===== src/rtl/ped_request_ctrl_pkg.sv =====
// Shared types for the pedestrian request controller: FSM state encoding,
// the registered output bundle and the helper that maps a state to it.
package ped_request_ctrl_pkg;

  localparam int PED_STATE_W = 2;

  typedef enum logic [PED_STATE_W-1:0] {
    PED_IDLE     = 2'd0,
    PED_PENDING  = 2'd1,
    PED_ISSUE    = 2'd2,
    PED_COOLDOWN = 2'd3
  } ped_state_t;

  // Outputs are registered together so they always change on the same edge
  // as the state they describe.
  typedef struct packed {
    logic pass;
    logic wait_led;
    logic cool_active;
  } ped_out_t;

  // Output values that belong to a given state. Callers pass the state being
  // entered, so the output flops line up with the state flops.
  // wait_led and cool_active are mutually exclusive by construction here.
  function automatic ped_out_t ped_outputs(input ped_state_t s);
    ped_out_t o;
    o = '0;
    case (s)
      PED_PENDING: begin
        o.wait_led = 1'b1;
      end
      PED_ISSUE: begin
        o.pass     = 1'b1;
        o.wait_led = 1'b1;
      end
      PED_COOLDOWN: begin
        o.cool_active = 1'b1;
      end
      default: begin
        o = '0;
      end
    endcase
    return o;
  endfunction

endpackage


===== src/rtl/ped_request_ctrl_btn_debounce.sv =====
// Button front end: two-flop synchroniser, saturating debounce counter and
// a rise detector that turns a stable press into a single-cycle pulse.
module btn_debounce #(
  parameter int DEB_CYC = 4
) (
  input  logic clk,
  input  logic rst,
  input  logic btn,
  output logic press
);

  localparam int CNT_W = $clog2(DEB_CYC + 1);
  localparam logic [CNT_W-1:0] CNT_MAX = CNT_W'(DEB_CYC);
  localparam logic [CNT_W-1:0] CNT_ONE = CNT_W'(1);

  logic             btn_m;
  logic             btn_s;
  logic [CNT_W-1:0] cnt;
  logic             deb;
  logic             deb_d;

  // Bring the asynchronous button into the clk domain through two flops.
  always_ff @(posedge clk) begin
    if (rst) begin
      btn_m <= 1'b0;
      btn_s <= 1'b0;
    end else begin
      btn_m <= btn;
      btn_s <= btn_m;
    end
  end

  // Count consecutive high samples; deb asserts on the edge the count
  // reaches DEB_CYC and drops on the first low sample.
  always_ff @(posedge clk) begin
    if (rst) begin
      cnt <= '0;
      deb <= 1'b0;
    end else if (!btn_s) begin
      cnt <= '0;
      deb <= 1'b0;
    end else begin
      if (cnt != CNT_MAX) begin
        cnt <= cnt + CNT_ONE;
      end
      deb <= (cnt >= (CNT_MAX - CNT_ONE));
    end
  end

  // Delayed copy of deb so only its rising edge produces a press.
  always_ff @(posedge clk) begin
    if (rst) begin
      deb_d <= 1'b0;
    end else begin
      deb_d <= deb;
    end
  end

  assign press = deb & ~deb_d;

endmodule


===== src/rtl/ped_request_ctrl.sv =====
// Pedestrian request controller: debounced button presses become a single
// pass pulse, issued only while the light is green, followed by a cooldown
// during which at most one further request can be queued.
module ped_request_ctrl
  import ped_request_ctrl_pkg::*;
#(
  parameter int DEB_CYC  = 4,
  parameter int COOL_CYC = 8
) (
  input  logic clk,
  input  logic rst,
  input  logic btn,
  input  logic G,
  output logic pass,
  output logic wait_led,
  output logic cool_active
);

  localparam int COOL_W = (COOL_CYC > 1) ? $clog2(COOL_CYC) : 1;
  localparam logic [COOL_W-1:0] COOL_LOAD = COOL_W'(COOL_CYC - 1);
  localparam logic [COOL_W-1:0] COOL_ONE  = COOL_W'(1);

  logic              press;
  ped_state_t        state;
  logic [COOL_W-1:0] cool_cnt;
  logic              queued;
  ped_out_t          outs;

  btn_debounce #(
    .DEB_CYC (DEB_CYC)
  ) u_debounce (
    .clk   (clk),
    .rst   (rst),
    .btn   (btn),
    .press (press)
  );

  // Request FSM with cooldown counter and single-entry queue. Outputs are
  // loaded from the state being entered so they are registered with it.
  always_ff @(posedge clk) begin
    if (rst) begin
      state    <= PED_IDLE;
      cool_cnt <= '0;
      queued   <= 1'b0;
      outs     <= '0;
    end else begin
      case (state)
        PED_IDLE: begin
          if (press) begin
            state <= PED_PENDING;
            outs  <= ped_outputs(PED_PENDING);
          end
        end

        PED_PENDING: begin
          if (G) begin
            state <= PED_ISSUE;
            outs  <= ped_outputs(PED_ISSUE);
          end
        end

        PED_ISSUE: begin
          state    <= PED_COOLDOWN;
          outs     <= ped_outputs(PED_COOLDOWN);
          cool_cnt <= COOL_LOAD;
          queued   <= 1'b0;
        end

        PED_COOLDOWN: begin
          if (cool_cnt == '0) begin
            queued <= 1'b0;
            if (queued || press) begin
              state <= PED_PENDING;
              outs  <= ped_outputs(PED_PENDING);
            end else begin
              state <= PED_IDLE;
              outs  <= ped_outputs(PED_IDLE);
            end
          end else begin
            cool_cnt <= cool_cnt - COOL_ONE;
            if (press) begin
              queued <= 1'b1;
            end
          end
        end

        default: begin
          state <= PED_IDLE;
          outs  <= '0;
        end
      endcase
    end
  end

  assign pass        = outs.pass;
  assign wait_led    = outs.wait_led;
  assign cool_active = outs.cool_active;

endmodule

===== config.mk =====
export PLATFORM = sky130hd
export DESIGN_NAME = ped_request_ctrl
export DESIGN_NICKNAME = d
export VERILOG_FILES = /design/src/rtl/ped_request_ctrl_pkg.sv /design/src/rtl/ped_request_ctrl_btn_debounce.sv /design/src/rtl/ped_request_ctrl.sv
export SDC_FILE = /design/constraint.sdc
export NUM_CORES = 1
export LEC_CHECK = 0
export BUFFER_PORTS_ARGS = -buffer_cell sky130_fd_sc_hd__buf_4
export CAP_MARGIN = 20
export CORE_MARGIN = 3
export CORE_UTILIZATION = 59
export DETAILED_ROUTE_END_ITERATION = 8
export GPL_TIMING_DRIVEN = 0
export PLACE_DENSITY = 0.9
export SLEW_MARGIN = 0
export SYNTH_ARGS = -nofsm -noshare
export SYNTH_HDL_FRONTEND = slang
export SYNTH_SLANG_ARGS = --single-unit

===== constraint.sdc =====
create_clock -name clk -period 3.66 [get_ports clk]
set_clock_uncertainty 0.2 [all_clocks]
set_input_delay 0.549 -clock clk [delete_from_list [all_inputs] [get_ports clk]]
set_output_delay 0.549 -clock clk [all_outputs]
set_load 0.01 [all_outputs]

Word-level counts from Yosys, hierarchy flattened
Index checks and enable logic that the tools add are counted.
{"block": "totals", "reg_bits": 16, "output_inout_bits": 3, "word_cells": 49}
{"block": "classes", "add_sub_neg": 2, "order_cmp": 1, "n_eq_ne": 9, "muxes": 15, "bitwise": 3, "reduce_logical": 8}
{"op": "$mux W3", "n": 4}
{"op": "$pmux W3 S4", "n": 1}
{"op": "$mux W2", "n": 4}
{"op": "$ne A2 B2 Y1 const B", "n": 4}
{"op": "$pmux W2 S4", "n": 1}
{"op": "$ne A3 B3 Y1 const B", "n": 2}
{"op": "$pmux W3 S2", "n": 1}
{"op": "$eq A2 B2 Y1 const B", "n": 2}
{"op": "$reduce_and A2 Y1", "n": 2}
{"op": "$add A3 B1 Y3 const B", "n": 1}
{"op": "$ge A3 B2 Y1 const B", "n": 1}
{"op": "$logic_not A3 Y1", "n": 1}
{"op": "$mux W1", "n": 3}
{"op": "$reduce_and A3 Y1", "n": 1}
{"op": "$sub A3 B1 Y3 const B", "n": 1}
{"op": "$eq A2 B1 Y1 const B", "n": 1}
{"op": "$logic_not A2 Y1", "n": 1}
{"op": "$not A1 Y1", "n": 2}
{"op": "$pmux W1 S2", "n": 1}
{"op": "$reduce_bool A2 Y1", "n": 1}
{"op": "$reduce_or A2 Y1", "n": 1}
{"op": "$and A1 B1 Y1", "n": 1}
{"op": "$logic_or A1 B1 Y1", "n": 1}

Logic depth before layout (Yosys ltp)
Gate-level depths: netlist of run 1.
{"block": "logic_depth", "word_depth": 6, "mapped_depth": 6, "mapped_depth_nobuf": 6}

Modules after synthesis
A second synthesis of run 1 with hierarchy kept.
{"block": "unflattened", "cells_unflattened": 85, "area_unflattened_um2": 785.8}
{"mod": "ped_request_ctrl", "n_inst": 1, "cells_each": 57, "area_each_um2": 506.7, "seq_area_each_um2": 180.2}
{"mod": "btn_debounce", "n_inst": 1, "cells_each": 28, "area_each_um2": 279.0, "seq_area_each_um2": 140.1}

Worst setup path before layout of run 1
No wires, ideal clock.
{"block": "synth_path", "path_kind": "reg-to-reg", "start": "register state[1]", "end": "register state[0]", "setup_time_ns": 0.117, "arrival_ns": 1.676, "required_time_ns": 3.343, "path_slack_ns": 1.667, "path_stages_with_launch": 6, "path_cell_list": "dfxtp_1 inv_1 ha_1 a222oi_1 nand2_1 a32o_1"}
{"block": "synth_between", "elab_chain_cells": 3, "word_cells_on_any_way": 9, "cone_classes": "eq/ne (6); mux (1); reduce/logical (2)"}
{"item": "from (decl)", "line": "ped_request_ctrl.sv:24", "rtl": "ped_state_t state;"}
{"item": "from (signal assigned)", "line": "ped_request_ctrl.sv:42", "rtl": "state <= PED_IDLE;"}
{"item": "from (signal assigned)", "line": "ped_request_ctrl.sv:50", "rtl": "state <= PED_PENDING;"}
{"item": "from (signal assigned)", "line": "ped_request_ctrl.sv:57", "rtl": "state <= PED_ISSUE;"}
{"item": "$eq A2 B2 Y1 (tied with other cells)", "line": "ped_request_ctrl.sv:47", "rtl": "case (state)"}
{"item": "$ne A2 B2 Y1 (no source line)"}
{"item": "$reduce_and A3 Y1 (no source line)"}
Parallel ways exist; a longest one is shown, timed or not.
A chain may end at the register's enable or synchronous reset.

Worst setup path after layout of run 1
Ends and elaborated chain as after synthesis.

==> results of run 1 <==
==> final timing paths <==
| check | depth (start not counted) | endpoint | slack, ps | startpoint |
|---|---|---|---|---|
| hold / removal | 2 | u_debounce.btn_s | 230 | rst |
| hold reg to reg | 1 | u_debounce.btn_s | 250 | u_debounce.btn_m |
| setup / recovery | 5 | state[0] | 1370 | state[1] |
| setup reg to reg | 5 | state[0] | 1370 | state[1] |
==> area by class of cell <==
| cell class | count | share of cell area, % |
|---|---|---|
| repair buffers | 6 | 5.14 |
| well taps | 14 | 2.00 |
| plain buffers | 1 | 0.429 |
| clock buffers | 4 | 4.14 |
| inverters | 10 | 4.29 |
| multi-input cells | 58 | 47.4 |
| flip-flops and latches | 16 | 36.6 |
==> cells in the mapped netlist (2+ instances only) <==
library cell,count
a211oi_1,2
a21oi_1,8
dfxtp_1,16
ha_1,10
inv_1,9
mux2i_1,3
nand2_1,7
nand2b_1,2
nor2_1,9
nor2b_1,4
==> stage by stage <==
step / utilization (%) / worst slack, ps / instances
floorplan: - / 1670 / 85
global placement: 71.7 / 1450 / 105
detailed placement: 71.7 / 1380 / 105
CTS: 74.8 / 1390 / 109
global route: 74.8 / 1210 / 109
finish: 74.8 / 1370 / 109
==> power groups by stage <==
stage	combinational, mW	clock, mW	sequential, mW
floorplan	0.0461	0	0.197
global placement	0.0658	0	0.196
detailed placement	0.0707	0	0.197
CTS	0.0710	0.119	0.193
global route	0.0795	0.126	0.195
finish	0.0713	0.118	0.193
==> cell families after synthesis <==
| group | Yosys count | synth area share (%) |
|---|---|---|
| xor+xnor | 1 | 1.13 |
| buf+inv | 11 | 5.31 |
| simple gates | 26 | 16.4 |
| flops | 16 | 41.2 |
| compound gates | 17 | 14.5 |
| mux | 4 | 5.31 |
| fa+ha+maj | 10 | 16.1 |
==> flip-flops by register name, indices dropped and copies added, names as in the netlist <==
signal	flops
queued	1
u_debounce.deb	1
wait_led	1
cool_cnt	3
cool_active	1
u_debounce.deb_d	1
u_debounce.cnt	3
state	2
pass	1
u_debounce.btn_m	1
u_debounce.btn_s	1
==> worst max-delay path: cells and delay by family, from the launching register on <==
| kind | cells | cell delay [ps] |
|---|---|---|
| AOI/OAI and AO/OA | 2 | 1130 |
| adders and majority gates | 1 | 210 |
| buffers and inverters | 1 | 120 |
| DFF | 1 | 410 |
| and+or+nand+nor | 1 | 120 |
==> metal layers <==
layer	global-route usage [%]	share of wire (%)
met1	23.9	43
met2	32.8	50
met3	3.00	5.2
met4	8.70	1.9
met5	0	0
==> results_dict.tcl, run 1 <==
set metrics [dict create \
    min_period_ps 2290 \
    core_area_um2 1170 \
    worstSkewPairLatency_ps 290 \
    port_buffers 6 \
    sequentialPowerShare_pct 50.5 \
    vias 619 \
    grt_max_degree 11 \
    setup_viol 0 \
    drtIter0Drc 11 \
    max_slew_margin_pct 36.8 \
    hold_path_class "in -> reg" \
    overflow 0 \
    place_area_um2 840 \
    tritoncts "done" \
    dp_hpwl_um 1110 \
    root_buffer "clkbuf_4" \
    grt_pass1_wl_um 2620 \
    avgSynthCellArea_um2 9.14 \
    path_max_fanout 6 \
    cpPeakStageDelay_ps 840 \
    crit_path_end_kind "register" \
    ys_seq_elements 16 \
    wl_per_cell_um 13.7 \
    final_cell_area_um2 876 \
    drc_errors 0 \
    dieArea_um2 1790 \
    drv_cap 0 \
    drt-total-wl_um 1500 \
    die_h_um 42.3 \
    initial_core_util_pct 66.3 \
    ctsResizeCount 0 \
    track_usage_pct 19.4 \
    clkTransAtPathRegs_ps 90 \
    syn_nets 99 \
    num_antenna_cells 0 \
    leakage_nw 0.366 \
    synth_area_um2 777 \
    cts_setup_buffers 0 \
    io_pins 7 \
    h-tree-depth 1 \
    fin_crit_sh_pct 62.6 \
    p_switching_mw 0.105 \
    first_pass_iters 5 \
    power_frac_comb_pct 18.7 \
    clock_sinks 16 \
    hold_buffers 0 \
    clk_path_buf_depth 2 \
    yosysTopAreaCell "dfxtp_1" \
    holdWs_ps 230 \
    worstMarginPinSlew_ps 948 \
    p_int_mw 0.277 \
    final-hold-violation-count 0 \
    yosysTopAreaCellShare_pct 41.2 \
    power.density_nw_per_um2 436 \
    critPathKind "reg -> reg" \
    regArea_um2 320 \
    synth_cell_type_count 25 \
    outcome "finished clean" \
    fmax_mhz 436 \
    syn_inst 85 \
    synth_warnings 0 \
    ant_nets 0 \
    final_max_slew_viol_count 0 \
    critPathSlowestCell "a222oi_1" \
    ys_seq_area_share_pct 41.2 \
    multi_input_area_um2 415 \
    layout_commonest_cell "dfxtp_1" \
    required_ps 3650 \
    gp_congestion 0.761 \
    synth_area_leaders "dfxtp_1 (41%), ha_1 (16%), a21oi_1 (5.2%)" \
    most-common-layout-cells "dfxtp_1 (16), ha_1 (10), inv_1 (9), nor2_1 (9), a21oi_1 (8)" \
    rows 12 \
    area_delta_synth_final_pct 12.7 \
    antenna_found_initial 0 \
    layout-drive-gt1-share_pct 12.6 \
    rsz0062_at_grt "false" \
    crit_arrival_ps 2280 \
    sw_frac_of_total_pct 27.4 \
    synth-async-reset-ratio_pct 0 \
    grt_pass1_vias 615 \
    synth-edff-count 0 \
    pwr-share-clk_pct 30.8 \
    nets 110 \
    vdd_drop_max_mv 0.278 \
    yosys_most_used_dff "dfxtp_1" \
    fillers 80 \
    routed_via_density 5.68 \
    die_w_um 42.3 \
    power_mw 0.382 \
    worstSetupStartpointType "register" \
    finalSetupTns_ps 0 \
    path_cells "inv_1 > ha_1 > a222oi_1 > nand2_1 > a32o_1" \
    cts_buffers 3 \
]
(Power assumes the default switching activity.)
==> inputs of run 2 (changes only) <==
--- a/config.mk
+++ b/config.mk
@@ -8,10 +8,10 @@
 export BUFFER_PORTS_ARGS = -buffer_cell sky130_fd_sc_hd__buf_4
 export CAP_MARGIN = 20
 export CORE_MARGIN = 3
-export CORE_UTILIZATION = 59
+export CORE_UTILIZATION = 55
 export DETAILED_ROUTE_END_ITERATION = 8
 export GPL_TIMING_DRIVEN = 0
-export PLACE_DENSITY = 0.9
+export PLACE_DENSITY = 0.86
 export SLEW_MARGIN = 0
 export SYNTH_ARGS = -nofsm -noshare
 export SYNTH_HDL_FRONTEND = slang
==> constraint.sdc (replaced) <==
create_clock -name clk -period 2.3 [get_ports clk]
set_clock_uncertainty 0.2 [all_clocks]
set_input_delay 0.345 -clock clk [delete_from_list [all_inputs] [get_ports clk]]
set_output_delay 0.345 -clock clk [all_outputs]
set_load 0.01 [all_outputs]
==> results_dict.tcl, run 2 (synthesized netlist as in run 1, its figures left out) <==
set metrics [dict create \
    wl_per_cell_um 12.0 \
    cts_buffers 3 \
    fin_crit_sh_pct 85.1 \
    place_area_um2 840 \
    holdWs_ps 31.2 \
    vias 587 \
    met3_usage_pct 3.32 \
    fmax_mhz 511 \
    critPathCapture "state[0]" \
    area_delta_synth_final_pct 13.7 \
    worstMarginPinSlew_ps 422 \
    final_max_slew_viol_count 0 \
    overflow 0 \
    first_pass_iters 4 \
    clkTransAtPathRegs_ps 90 \
    crit_path_end_kind "register" \
    core_area_um2 1220 \
    rr_endpoint "state[0]" \
    port_buffers 6 \
    die_h_um 43.6 \
    min_period_ps 1960 \
    nets 111 \
    path_max_fanout 6 \
    tritoncts "done" \
    crit_start "state[1]" \
    cts_setup_buffers 1 \
    clk_path_buf_depth 2 \
    drt-total-wl_um 1330 \
    num_antenna_cells 0 \
    dp_cells 105 \
    most-common-layout-cells "dfxtp_1 (16), ha_1 (10), inv_1 (9), nor2_1 (9), a21oi_1 (8)" \
    root_buffer "clkbuf_4" \
    die_w_um 43.6 \
    r2r_cells 6 \
    initial_core_util_pct 63.9 \
    h-tree-depth 1 \
    regToRegStartpoint "state[1]" \
    drtIter0Drc 12 \
    power.density_nw_per_um2 693 \
    dieArea_um2 1900 \
    grt_pass1_vias 559 \
    ctsResizeCount 0 \
    vdd_drop_max_mv 0.476 \
    track_usage_pct 16.9 \
    leakage_nw 0.372 \
    worstSetupStartpointType "register" \
    gp_congestion 0.810 \
    final-instance-count-excl-fill 110 \
    required_ps 2290 \
    routed_via_density 5.34 \
    final_cell_area_um2 883 \
    largestRegisters "cool_cnt: 3 flops, u_debounce.cnt: 3 flops, state: 2 flops" \
    max_slew_margin_pct 71.9 \
    worstSkewPairLatency_ps 290 \
    setup_viol 0 \
    grt_max_degree 11 \
    dp_hpwl_um 996 \
    hold_path_class "in -> reg" \
    reg2reg_setup_slack_ps 340 \
    clock_sinks 16 \
    drc_errors 0 \
    use_met2_pct 25.9 \
    crit_arrival_ps 1950 \
    met1_usage_pct 19.7 \
    top_usage_layer "met2" \
    io_pins 7 \
    power_mw 0.612 \
    outcome "finished clean" \
    final-hold-violation-count 0 \
    grt_pass1_wl_um 2330 \
    layout_commonest_cell "dfxtp_1" \
    critPathKind "reg -> reg" \
    layout-drive-gt1-share_pct 13.5 \
    hold_buffers 0 \
    rsz0062_at_grt "false" \
    rows 12 \
    drv_cap 0 \
    antenna_found_initial 0 \
    ant_nets 0 \
]
## run 2: cell types whose count changed in the layout (fill, tap and decap cells not counted), sizes merged
cell / before / now
buf: 6 / 7
## run 2: layer usage
layer  share of wire (%)  wire [µm]
met3                 3.7         49
met1                  46        610
met2                  45        590
met4                 5.6         74
met5                   0          0
## run 2: worst min path at each step
stage / startpoint / end / cells after the start
6_report: rst / u_debounce.btn_s / 2
4_1_cts: rst / u_debounce.btn_s / 2
2_1_floorplan: u_debounce.btn_m / u_debounce.btn_s / 1
3_3_place_gp: u_debounce.btn_m / u_debounce.btn_s / 1
3_5_place_dp: u_debounce.btn_m / u_debounce.btn_s / 1
5_1_grt: rst / u_debounce.btn_s / 2
## run 2: cell type report
| type | count | area (µm²) |
|---|---|---|
| multi-input cells | 58 | 415 |
| fillers | 97 | 333 |
| flip-flops and latches | 16 | 320 |
| repair buffers | 7 | 52.6 |
| inverters | 10 | 37.5 |
| clock buffers | 4 | 36.3 |
| well taps | 14 | 17.5 |
| plain buffers | 1 | 3.75 |
## run 2: power breakdown
group / switching, mW / internal (mW)
logic: 0.0628 / 0.0577
registers: 0.0136 / 0.293
clock network: 0.0885 / 0.0965
## run 2: critical path, cell delays in order, from the launching register on
cell,delay [ps]
dfxtp_1,420
inv_1,130
ha_1,240
a222oi_1,350
buf_4,210
nand2_1,60
a32o_1,250
## run 2: stage by stage
stage                     utilization [%]  setup WS [ps]  setup TNS [ps]
after floorplan                         -            307               0
after global placement               69.0            122               0
after detailed placement             69.0          -7.32           -7.32
final                                72.6            342               0
after global routing                 72.6            228               0
after CTS                            72.6            374               0
==> inputs of run 3 (changes only) <==
--- a/config.mk
+++ b/config.mk
@@ -8,10 +8,11 @@
 export BUFFER_PORTS_ARGS = -buffer_cell sky130_fd_sc_hd__buf_4
 export CAP_MARGIN = 20
 export CORE_MARGIN = 3
-export CORE_UTILIZATION = 55
+export CORE_UTILIZATION = 50
 export DETAILED_ROUTE_END_ITERATION = 8
 export GPL_TIMING_DRIVEN = 0
-export PLACE_DENSITY = 0.86
+export PLACE_DENSITY = 0.83
+export REMOVE_ABC_BUFFERS = 1
 export SLEW_MARGIN = 0
 export SYNTH_ARGS = -nofsm -noshare
 export SYNTH_HDL_FRONTEND = slang
==> constraint.sdc (replaced) <==
create_clock -name clk -period 1.8 [get_ports clk]
set_clock_uncertainty 0.2 [all_clocks]
set_input_delay 0.27 -clock clk [delete_from_list [all_inputs] [get_ports clk]]
set_output_delay 0.27 -clock clk [all_outputs]
set_load 0.01 [all_outputs]
==> results_dict.tcl, run 3 (synthesized netlist as in run 1, its figures left out) <==
set metrics [dict create \
    first_pass_iters 4 \
    largestRegisters "cool_cnt: 3 flops, u_debounce.cnt: 3 flops, state: 2 flops" \
    grt_max_degree 14 \
    die_h_um 45.4 \
    min_period_ps 1790 \
    routed_via_density 5.39 \
    required_ps 1790 \
    grt_pass1_vias 560 \
    power.density_nw_per_um2 814 \
    drtIter0Drc 25 \
    nets 114 \
    crit_path_end_kind "register" \
    topRoutingLayerUsed "met4" \
    r2r_cells 6 \
    fin_crit_sh_pct 99.4 \
    worstSetupStartpointType "register" \
    setup_slack_ps 9.98 \
    critPathSlowestCell "dfxtp_4" \
    cts_buffers 3 \
    antenna_found_initial 0 \
    regToRegStartpoint "state[0]" \
    worstSkewPairLatency_ps 290 \
    leakage_nw 0.385 \
    overflow 0 \
    setup_viol 0 \
    routed-wl-met3_um 64 \
    initial_core_util_pct 56.2 \
    fin_util_pct 68.1 \
    vias 609 \
    h-tree-depth 1 \
    gp_congestion 0.806 \
    drc_errors 0 \
    die_w_um 45.4 \
    final-hold-violation-count 0 \
    vdd_drop_max_mv 0.672 \
    track_usage_pct 15.1 \
    area_delta_synth_final_pct 21.3 \
    io_pins 7 \
    num_antenna_cells 0 \
    worstMarginPinSlew_ps 329 \
    clock_sinks 16 \
    grt_pass1_wl_um 2210 \
    hold_path_class "in -> reg" \
    root_buffer "clkbuf_4" \
    crit_arrival_ps 1780 \
    layout-drive-gt1-share_pct 26.5 \
    route.layer.met1.wl_um 630 \
    worstHoldStart "rst" \
    finalSetupTns_ps 0 \
    reg2reg_setup_slack_ps 10 \
    fmax_mhz 559 \
    path_max_fanout 6 \
    rr_endpoint "state[0]" \
    wl_per_cell_um 12.6 \
    drt-total-wl_um 1420 \
    core_area_um2 1380 \
    fillers 110 \
    dieArea_um2 2060 \
    cpPeakStageDelay_ps 410 \
    path_buf_inv 2 \
    outcome "finished clean" \
    layout_commonest_cell "dfxtp_1" \
    clk_path_buf_depth 2 \
    place_ws_ps -469 \
    most-common-layout-cells "dfxtp_1 (14), buf_4 (10), nor2_1 (9)" \
    port_buffers 6 \
    rows 13 \
    final_max_slew_viol_count 0 \
    ant_nets 0 \
    critPathKind "reg -> reg" \
    met2_length_um 699 \
    min_path_cells 2 \
    dp_hpwl_um 910 \
    tritoncts "done" \
    timing.hold.worst_endpoint "wait_led" \
    drv_cap 0 \
    cp_top_family "compound AO/OA/AOI/OAI gates" \
    max_slew_margin_pct 77.8 \
    path_cells "inv_2 > ha_2 > a222oi_1 > buf_4 > nand2_2 > a32o_1" \
    clkTransAtPathRegs_ps 100 \
    holdWs_ps 36.8 \
]
==> run 3: cell types whose count changed in the layout (fill, tap and decap cells not counted), sizes merged <==
cell	previous run	this run
buf	7	10
clkbuf	5	3
clkinv	1	0
dlygate4sd3	0	1
inv	9	10
==> run 3: power breakdown <==
group | leakage [nW] | switching (mW) | internal [mW] | total, mW
Combinational | 0.240 | 0.0841 | 0.0933 | 0.177
Sequential | 0.131 | 0.0232 | 0.377 | 0.400
Clock | 0.0138 | 0.111 | 0.0777 | 0.189
==> run 3: per-layer routing <==
layer  up-vias  global-route usage, %
met5         -                      0
met4         0                   5.26
met3         6                   5.93
met2        20                   25.9
met1       269                   16.7
li1        314                      -
==> run 3: stage by stage <==
step	instances	power, mW	instance area [µm²]
floorplan	84	0.492	773
global placement	105	0.529	837
detailed placement	105	0.535	837
CTS	112	0.737	907
global route	113	0.802	942
finish	113	0.767	942
==> run 3: cell type report <==
cell class                      instances  area, µm²  area share (%)
Timing Repair Buffer                   11       85.1            9.03
Tap cell                               15       18.8            1.99
Sequential cell                        16        328            34.8
Clock buffer                            3       22.5            2.39
Multi-Input combinational cell         58        448            47.5
Inverter                               10       40.0            4.25
==> run 3: what timing repair did <==
item / in CTS / in global routing
setup endpoints to repair: 4 / 4
resized for setup: 4 / 12
pin swaps: 2 / 2
hold buffers: 1 / 0
endpoints found under the hold margin: 1 / 0
buffers inserted: 3 / 1
==> run 3: how the worst max path moves through the flow <==
stage	cells after the start	slack [ps]	to	startpoint
after floorplan	5	-190	state[0]	state[1]
after global placement	5	-380	state[0]	state[1]
after detailed placement	5	-470	state[0]	state[1]
after CTS	6	10	state[0]	state[1]
after global routing	6	-50	state[1]	state[1]
final	6	10	state[0]	state[0]
